**src/rtl/mc_control.sv**
```systemverilog
// rtl/mc_control.sv - multi-cycle MIPS-subset control unit sequencing the shared ALU, register file and memory port
module mc_control (
    input  logic       clk,
    input  logic       rst,
    input  logic [5:0] opcode,
    input  logic [5:0] funct,
    input  logic       zero,
    input  logic       mem_ready,
    output logic       mem_req,
    output logic       mem_we,
    output logic       iord,
    output logic       ir_write,
    output logic       reg_dst,
    output logic       mem_to_reg,
    output logic       reg_write,
    output logic       alu_src_a,
    output logic [1:0] alu_src_b,
    output logic [2:0] alu_control,
    output logic [1:0] pc_src,
    output logic       pc_en,
    output logic       instr_done,
    output logic       illegal,
    output logic [3:0] state
);

    typedef enum logic [3:0] {
        S_FETCH     = 4'd0,
        S_DECODE    = 4'd1,
        S_MEM_ADDR  = 4'd2,
        S_MEM_READ  = 4'd3,
        S_MEM_WB    = 4'd4,
        S_MEM_WRITE = 4'd5,
        S_R_EXEC    = 4'd6,
        S_R_WB      = 4'd7,
        S_BRANCH    = 4'd8,
        S_JUMP      = 4'd9,
        S_ADDI_EXEC = 4'd10,
        S_ADDI_WB   = 4'd11
    } state_t;

    localparam logic [5:0] OP_RTYPE = 6'b000000;
    localparam logic [5:0] OP_LW    = 6'b100011;
    localparam logic [5:0] OP_SW    = 6'b101011;
    localparam logic [5:0] OP_BEQ   = 6'b000100;
    localparam logic [5:0] OP_BNE   = 6'b000101;
    localparam logic [5:0] OP_J     = 6'b000010;
    localparam logic [5:0] OP_ADDI  = 6'b001000;

    localparam logic [5:0] FN_ADD = 6'h20;
    localparam logic [5:0] FN_SUB = 6'h22;
    localparam logic [5:0] FN_AND = 6'h24;
    localparam logic [5:0] FN_OR  = 6'h25;
    localparam logic [5:0] FN_NOR = 6'h27;
    localparam logic [5:0] FN_SLT = 6'h2A;

    localparam logic [2:0] ALU_ADD = 3'b010;
    localparam logic [2:0] ALU_SUB = 3'b110;
    localparam logic [2:0] ALU_AND = 3'b000;
    localparam logic [2:0] ALU_OR  = 3'b001;
    localparam logic [2:0] ALU_NOR = 3'b011;
    localparam logic [2:0] ALU_SLT = 3'b111;

    state_t state_q;
    state_t state_d;

    // R-type function codes this datapath can execute
    function automatic logic funct_legal(input logic [5:0] f);
        case (f)
            FN_ADD, FN_SUB, FN_AND, FN_OR, FN_NOR, FN_SLT: funct_legal = 1'b1;
            default:                                       funct_legal = 1'b0;
        endcase
    endfunction

    // ALU operation for an R-type funct; illegal functs never reach R_EXEC
    function automatic logic [2:0] funct_alu(input logic [5:0] f);
        case (f)
            FN_SUB:  funct_alu = ALU_SUB;
            FN_AND:  funct_alu = ALU_AND;
            FN_OR:   funct_alu = ALU_OR;
            FN_NOR:  funct_alu = ALU_NOR;
            FN_SLT:  funct_alu = ALU_SLT;
            default: funct_alu = ALU_ADD;
        endcase
    endfunction

    // Next state and every datapath control, decoded from the current state
    always_comb begin
        state_d     = state_q;
        mem_req     = 1'b0;
        mem_we      = 1'b0;
        iord        = 1'b0;
        ir_write    = 1'b0;
        reg_dst     = 1'b0;
        mem_to_reg  = 1'b0;
        reg_write   = 1'b0;
        alu_src_a   = 1'b0;
        alu_src_b   = 2'b00;
        alu_control = ALU_ADD;
        pc_src      = 2'b00;
        pc_en       = 1'b0;
        instr_done  = 1'b0;
        illegal     = 1'b0;
        state       = state_q;

        case (state_q)
            S_FETCH: begin
                // PC + 4 is computed alongside the read so PC advances on the same edge IR loads
                mem_req   = 1'b1;
                alu_src_b = 2'b01;
                if (mem_ready) begin
                    ir_write = 1'b1;
                    pc_en    = 1'b1;
                    state_d  = S_DECODE;
                end
            end
            S_DECODE: begin
                // Branch target is precomputed here into ALUOut while the opcode is decoded
                alu_src_b = 2'b11;
                case (opcode)
                    OP_RTYPE: begin
                        if (funct_legal(funct)) begin
                            state_d = S_R_EXEC;
                        end else begin
                            illegal = 1'b1;
                            state_d = S_FETCH;
                        end
                    end
                    OP_LW, OP_SW:   state_d = S_MEM_ADDR;
                    OP_BEQ, OP_BNE: state_d = S_BRANCH;
                    OP_J:           state_d = S_JUMP;
                    OP_ADDI:        state_d = S_ADDI_EXEC;
                    default: begin
                        illegal = 1'b1;
                        state_d = S_FETCH;
                    end
                endcase
            end
            S_MEM_ADDR: begin
                alu_src_a = 1'b1;
                alu_src_b = 2'b10;
                state_d   = (opcode == OP_LW) ? S_MEM_READ : S_MEM_WRITE;
            end
            S_MEM_READ: begin
                mem_req = 1'b1;
                iord    = 1'b1;
                if (mem_ready) begin
                    state_d = S_MEM_WB;
                end
            end
            S_MEM_WB: begin
                reg_write  = 1'b1;
                mem_to_reg = 1'b1;
                instr_done = 1'b1;
                state_d    = S_FETCH;
            end
            S_MEM_WRITE: begin
                mem_req = 1'b1;
                mem_we  = 1'b1;
                iord    = 1'b1;
                if (mem_ready) begin
                    instr_done = 1'b1;
                    state_d    = S_FETCH;
                end
            end
            S_R_EXEC: begin
                alu_src_a   = 1'b1;
                alu_control = funct_alu(funct);
                state_d     = S_R_WB;
            end
            S_R_WB: begin
                reg_write  = 1'b1;
                reg_dst    = 1'b1;
                instr_done = 1'b1;
                state_d    = S_FETCH;
            end
            S_BRANCH: begin
                // A - B compared via zero; ALUOut already holds the target from DECODE
                alu_src_a   = 1'b1;
                alu_control = ALU_SUB;
                pc_src      = 2'b01;
                pc_en       = (opcode == OP_BNE) ? ~zero : zero;
                instr_done  = 1'b1;
                state_d     = S_FETCH;
            end
            S_JUMP: begin
                pc_src     = 2'b10;
                pc_en      = 1'b1;
                instr_done = 1'b1;
                state_d    = S_FETCH;
            end
            S_ADDI_EXEC: begin
                alu_src_a = 1'b1;
                alu_src_b = 2'b10;
                state_d   = S_ADDI_WB;
            end
            S_ADDI_WB: begin
                reg_write  = 1'b1;
                instr_done = 1'b1;
                state_d    = S_FETCH;
            end
            default: begin
                state_d = S_FETCH;
            end
        endcase

        // Reset silences the datapath immediately so an abandoned access commits nothing
        if (rst) begin
            state_d     = S_FETCH;
            mem_req     = 1'b0;
            mem_we      = 1'b0;
            iord        = 1'b0;
            ir_write    = 1'b0;
            reg_dst     = 1'b0;
            mem_to_reg  = 1'b0;
            reg_write   = 1'b0;
            alu_src_a   = 1'b0;
            alu_src_b   = 2'b00;
            alu_control = 3'b000;
            pc_src      = 2'b00;
            pc_en       = 1'b0;
            instr_done  = 1'b0;
            illegal     = 1'b0;
            state       = 4'd0;
        end
    end

    // State register, the only storage in the block
    always_ff @(posedge clk) begin
        if (rst) begin
            state_q <= S_FETCH;
        end else begin
            state_q <= state_d;
        end
    end

endmodule

```
**config.mk**
```make
export PLATFORM = sky130hd
export DESIGN_NAME = mc_control
export DESIGN_NICKNAME = d
export VERILOG_FILES = /design/src/rtl/mc_control.sv
export SDC_FILE = /design/constraint.sdc
export NUM_CORES = 1
export LEC_CHECK = 0
export CORE_AREA = 2 2 48 50
export CTS_CLUSTER_DIAMETER = 100
export CTS_CLUSTER_SIZE = 25
export DETAILED_ROUTE_END_ITERATION = 7
export DIE_AREA = 0 0 50 52
export HOLD_SLACK_MARGIN = 0.08
export PLACE_DENSITY = 0.76
export SETUP_SLACK_MARGIN = 0.1
export SLEW_MARGIN = 20
export SYNTH_ARGS = -nofsm -noshare
export SYNTH_HDL_FRONTEND = slang
export SYNTH_SLANG_ARGS = --single-unit
```
**constraint.sdc**
```tcl
create_clock -name clk -period 1.85 [get_ports clk]
set_input_delay 0.2775 -clock clk [delete_from_list [all_inputs] [get_ports clk]]
set_output_delay 0.2775 -clock clk [all_outputs]
set_load 0.02 [all_outputs]
```
==> results of run 1 <==
layout by cell type, fill, tap and decap left out, drive strengths merged, types with 2 or more instances in the layout:
master         netlist  final
nand3                5      5
and2                 2      2
buf                  7     62
a22o                 2      2
nor4                 2      2
inv                  4      4
or3                  2      2
o211ai               2      2
a31o                 2      2
dlygate4sd2          0     11
clkdlybuf4s15        0      2
o21ai                4      4
nor2b                4      4
nor4b                2      2
dfxtp                4      4
clkbuf               1      5
nor2                15     15
a31oi                3      3
clkdlybuf4s50        0      6
a21oi                8      8
nand2b               4      4
nor3                 8      8
nand2                9      9
nor3b                2      2
metal layers:
| layer | GRT usage, % | wire, um | vias up | share of wire [%] |
|---|---|---|---|---|
| met5 | 0 | 0 | - | 0 |
| met4 | 11.6 | 66 | 0 | 2.2 |
| met3 | 2.01 | 160 | 6 | 5.2 |
| met2 | 44.7 | 1650 | 46 | 54 |
| met1 | 24.8 | 1190 | 558 | 39 |
| li1 | - | - | 585 | - |
worst reg2reg max path: stages (launching register included):
cell and delay [ps]:
dfxtp_4 350, buf_8 130, or4bb_4 520, buf_4 160, buf_4 120, nor3_1 160, a31o_2 140, a21o_1 80
cell type report:
cell class,instances,area (um2),share of cell area (%)
inverter,4,15.0,0.955
multi-input combinational,97,736,46.8
timing repair buffer,84,671,42.7
clock buffer,3,22.5,1.43
tap,28,35.0,2.23
sequential,4,92.6,5.89
stage by stage:
stage | power, mW | util [%] | cells | hold WS [ps] | cell area [um2]
2_1_floorplan | 0.190 | - | 113 | 469 | 774
3_3_place_gp | 0.310 | 68.6 | 212 | 719 | 1450
3_5_place_dp | 0.316 | 68.6 | 212 | 708 | 1450
4_1_cts | 0.436 | 72.8 | 219 | 631 | 1530
5_1_grt | 0.468 | 74.6 | 220 | 672 | 1570
6_report | 0.441 | 74.6 | 220 | 637 | 1570
power by group:
part	internal (mW)	leakage, nW	switching [mW]
combinational	0.124	0.662	0.114
clock	0.0728	0.0138	0.0400
sequential	0.0865	0.0352	0.00303
total	0.284	0.711	0.158
how the worst max path moves through the flow:
stage          startpoint  slack [ps]              to
3_5_place_dp    opcode[2]        -600           pc_en
4_1_cts        state_q[0]          60       reg_write
2_1_floorplan  state_q[1]         110         illegal
6_report       state_q[0]          60       reg_write
5_1_grt        state_q[1]          30  alu_control[2]
3_3_place_gp          rst        -550         illegal
cell families after synthesis:
kind of cell / after synthesis / share of synthesized area [%]
fa+ha+maj: 1 / 1.29
mux: 1 / 1.45
flops: 4 / 10.3
simple gates: 65 / 51.9
buf+inv: 12 / 8.40
xor+xnor: 1 / 1.13
compound gates: 29 / 25.5
repair_timing:
action	4_1_cts	5_1_grt
buffers inserted	4	1
cloned	0	0
gates resized for setup	112	24
pin swaps	11	3
setup endpoints to repair	22	14
endpoints found under the hold margin	0	0
==> qor.txt, run 1 <==
Status - finished, final reports clean
Global-route wire length before repair - 4.65 mm
Setup ws final - 63.3 ps
Clock transition at path regs - 40 ps
Reg-to-reg startpoint - state_q[0]
Max reg flops - 4
Part of the cycle the worst path needs - 96.6%
Hold_sp - opcode[5]
Die height - 52 um
Worst Hold Path Cells - 4
WS Path Type - reg -> out
Share of cells above drive strength 1 - 50.5%
Final slew viol count - 0
Via count - 1195
R2R depth - 7
Synth Area per Inst - 6.85 um2
Final setup viols - 0
WL final - 3.07 mm
Peak VDD IR - 0.000346 V
Total GRT Usage - 23.1%
Total nets after synthesis - 129
Post-synth top cells - nor2_1 (14), a21oi_1 (8), nand2_1 (8), nor3_1 (8), nand3_1 (5)
Synth cell types - 50
CTS Hold Buffers Added - 0
Largest registers - state_q x4
Max_cap viols - 0
# DRC - 0
Highest-delay cell along the critical path - or4b_4
WP data required - 1570 ps
Initial DRT Pass Iterations - 4
Core Area - 2110 um2
Pre-CTS setup slack - -598 ps
Post-synth top area share - 10.3%
Fillers - 150
Die area - 2600 um2
Setup_tns - 0 ps
Largest net degree at the start of global routing - 11
Total Nets Final - 210
Max-slew headroom - 74.6%
Syn Std Cell Area - 774 um2
Critical path peak fanout - 3
Final hold vios - 0
Cell taking the most area after synthesis - dfxtp_1
Post-route ant nets - 0
CP arrival - 1510 ps
RR Endpoint - state_q[2]
Worst setup SP type - flip-flop
Unrepaired setup endpoints after global routing - yes
Num CTS Buffers - 3
Vias in the first global route - 1114
Drt via density - 5.43
Cell area power density - 281 nW/um2
Slowest stage delay, CP - 490 ps
CTS tree - built
Levels on crit path - 5
Crit-path cells - buf_4 -> nor2b_4 -> or4b_4 -> a21oi_2 -> buf_4
Buffers on Ports - 37
Layout area overhead - 103%
Min-Delay Path Class - in -> reg
Leakage - 0.711 nW
Top Ports - 38
Clk sinks - 4
Initial Util - 36.8%
Synthesis warning total - 0
Fmax - 560 MHz
Post-synthesis sequential area ratio - 10.3%
Largest Register - state_q
Site Rows - 17
CP top delay family - simple AND/OR/NAND/NOR gates
R2R Setup Slk - 130 ps
Critical Path Sink Type - primary output
Predominant post-synthesis flop cell - dfxtp_1
Most common cell in the netlist - nor2_1
#FFs+latches synth - 4
Tmin final - 1790 ps
Number of synthesized flops with an enable pin - 0
Clk_skew - 9.32 ps
Clock tree buffer depth - 2
Most frequent CP cell - buf_4
Diode count - 0
Die Wd - 50 um
H-tree Lvls - 1
Gp weighted congestion - 0.838
Drt initial violations - 27
Ranking of synthesized cells by area - dfxtp_1 (10%), nor2_1 (6.8%), a21oi_1 (5.2%)
Worst-margin pin slew - 371 ps
Initial antenna violation count - 0
Avg WL per Cell - 13.9 um
Async S/R FF share, synth - 0%
Clock root buffer - clkbuf_4
Hold EP - state_q[3]
Clock latency on the worst-skew pair - 250 ps
Detailed placement HPWL - 2.32 mm
Buffer and inverter count on the worst path - 2
Grt total ovfl - 0
Syn Inst Count - 113
No activity file was read; power rests on OpenSTA's default activity.
==> run 2: changes to the inputs <==
- CAP_MARGIN: unset -> 40
==> results of run 2 <==
Final layout, timing and power as in run 1 (identical DEF).
==> run 3: changes to the inputs <==
- CORE_AREA: 2 2 48 50 -> 2 2 54 56
- DIE_AREA: 0 0 50 52 -> 0 0 56 58
- PLACE_DENSITY: 0.76 -> 0.62
==> qor.txt, run 3 (synthesis results as in run 1) <==
Status - finished, final reports clean
Vias in the first global route - 1046 (-6.1%)
Clock root buffer - clkbuf_4
Most frequent cells in the layout - buf_4 (39), nor2_1 (10), dlygate4sd2_1 (10)
Part of the cycle the worst path needs - 96.9% (+0.32 points)
Unrepaired setup endpoints after global routing - yes
Initial DRT Pass Iterations - 4 (unchanged)
Via count - 1148 (-3.9%)
Highest-delay cell along the critical path - or4b_4
Levels on crit path - 4 (-1)
Critical path peak fanout - 4 (+1)
Pre-CTS setup slack - -540 ps (+57.6 ps)
R2R depth - 6 (-1)
Clock latency on the worst-skew pair - 240 ps (about the same)
Worst Hold Path Cells - 4 (unchanged)
# DRC - 0 (unchanged)
Total Nets Final - 204 (-2.9%)
CP top delay family - simple AND/OR/NAND/NOR gates
Leakage - 0.706 nW (-0.69%)
Clock transition at path regs - 40 ps (about the same)
Layout area overhead - 99.7%
WP data required - 1570 ps (about the same)
Clk sinks - 4 (unchanged)
Die area - 3250 um2 (+25%)
Max_cap viols - 0 (unchanged)
Min-Delay Path Class - in -> reg
Initial antenna violation count - 0 (unchanged)
Worst setup SP type - flip-flop
Num CTS Buffers - 3 (unchanged)
WS Path Type - reg -> out
Most common cell after layout, fill and taps aside - buf_4
Final Instance Area - 1550 um2 (-1.6%)
Crit-path cells - nor2b_4 -> or4b_4 -> a21oi_2 -> buf_6
Site Rows - 19 (+2)
WL final - 2.94 mm (-4.1%)
Buffers on Ports - 37 (unchanged)
H-tree Lvls - 1 (unchanged)
Clock tree buffer depth - 2 (unchanged)
Post-route ant nets - 0 (unchanged)
Clk_skew - 1.78 ps (-7.54 ps)
Buffer and inverter count on the worst path - 1 (-1)
Gp weighted congestion - 0.827 (-1.3%)
Avg WL per Cell - 13.6 um (-2.7%)
Max reg flops - 4 (unchanged)
Diode count - 0 (unchanged)
Setup ws final - 57.3 ps (-5.97 ps)
Die Wd - 56 um (+12%)
Core Area - 2660 um2 (+26%)
Global-route wire length before repair - 4.53 mm (-2.5%)
Critical Path Sink Type - primary output
Die height - 58 um (+12%)
Drt initial violations - 25 (-7.4%)
Largest Register - state_q
Final setup viols - 0 (unchanged)
Tmin final - 1790 ps (+5.97 ps)
CTS tree - built
Grt total ovfl - 0 (unchanged)
Final slew viol count - 0 (unchanged)
Total GRT Usage - 17.2% (-5.9 points)
Detailed placement HPWL - 2.23 mm (-3.8%)
Slowest stage delay, CP - 510 ps (+20 ps)
Top Ports - 38 (unchanged)
CTS Hold Buffers Added - 0 (unchanged)
Largest net degree at the start of global routing - 15 (+4)
Share of cells above drive strength 1 - 50.5% (about the same)
Max-slew headroom - 64.5% (-10 points)
Initial Util - 29.1% (-7.7 points)
Largest registers - state_q x4
Hold_ws - 655 ps (+18.3 ps)
Peak VDD IR - 0.000251 V (-27%)
Cell area power density - 276 nW/um2 (-1.8%)
Worst-margin pin slew - 525 ps (+154 ps)
Finished Core Util - 58.1% (-17 points)
Area post-placement - 1390 um2 (-3.9%)
Fmax - 558 MHz (-0.33%)
Final hold vios - 0 (unchanged)
Drt via density - 5.29 (-2.6%)
CP arrival - 1520 ps (about the same)
-- run 3: cell types whose count changed in the layout (fill, tap and decap cells not counted), sizes merged --
cell and delta:
buf -5, dlymetal6s2s +2, clkdlybuf4s50 -1, dlygate4sd2 -1, clkdlybuf4s15 -1
-- run 3: path summary, 6_finish.rpt --
| kind | from | endpoint | slack [ps] |
|---|---|---|---|
| max | state_q[0] | reg_write | 60 |
| min | opcode[5] | state_q[3] | 660 |
| max reg2reg | state_q[0] | state_q[2] | 280 |
| min reg2reg | state_q[0] | state_q[0] | 790 |
-- run 3: worst reg2reg max path, delay by kind of cell (launching register included) --
family	cells	cell delay [ps]
AO/OA/AOI/OAI	2	210
buffers and inverters	2	280
flip-flops	1	370
AND/OR/NAND/NOR	2	640
-- run 3: metal layers --
metal,part of all wire [%],up-vias,track usage (%)
li1,-,570,-
met1,39,528,19.8
met2,54,42,32.1
met3,5.4,8,2.90
met4,1.9,0,6.12
met5,0,-,0
-- run 3: power breakdown --
part,internal [mW],switching (mW),leakage (nW),total (mW)
registers,0.0866,0.00461,0.0352,0.0912
logic,0.117,0.109,0.657,0.226
clock network,0.0726,0.0366,0.0138,0.109
-- run 3: stage by stage --
step | total power, mW | setup TNS, ps | std cells
2_1_floorplan | 0.190 | 0 | 113
3_3_place_gp | 0.309 | -6980 | 207
3_5_place_dp | 0.311 | -7220 | 207
4_1_cts | 0.424 | 0 | 212
5_1_grt | 0.457 | 0 | 217
6_report | 0.426 | 0 | 217
-- run 3: final cells by class --
cell class	instances	area (um2)
Tap cell	31	38.8
Timing Repair Buffer	78	643
Inverter	4	15.0
Clock buffer	3	22.5
Multi-Input combinational cell	97	734
Sequential cell	4	92.6
Fill cell	253	1120
-- run 3: repair_timing --
| item | 4_1_cts | 5_1_grt |
|---|---|---|
| buffers inserted | 2 | 5 |
| setup endpoints to repair | 22 | 17 |
| pin swaps | 9 | 7 |
| resized for setup | 103 | 36 |
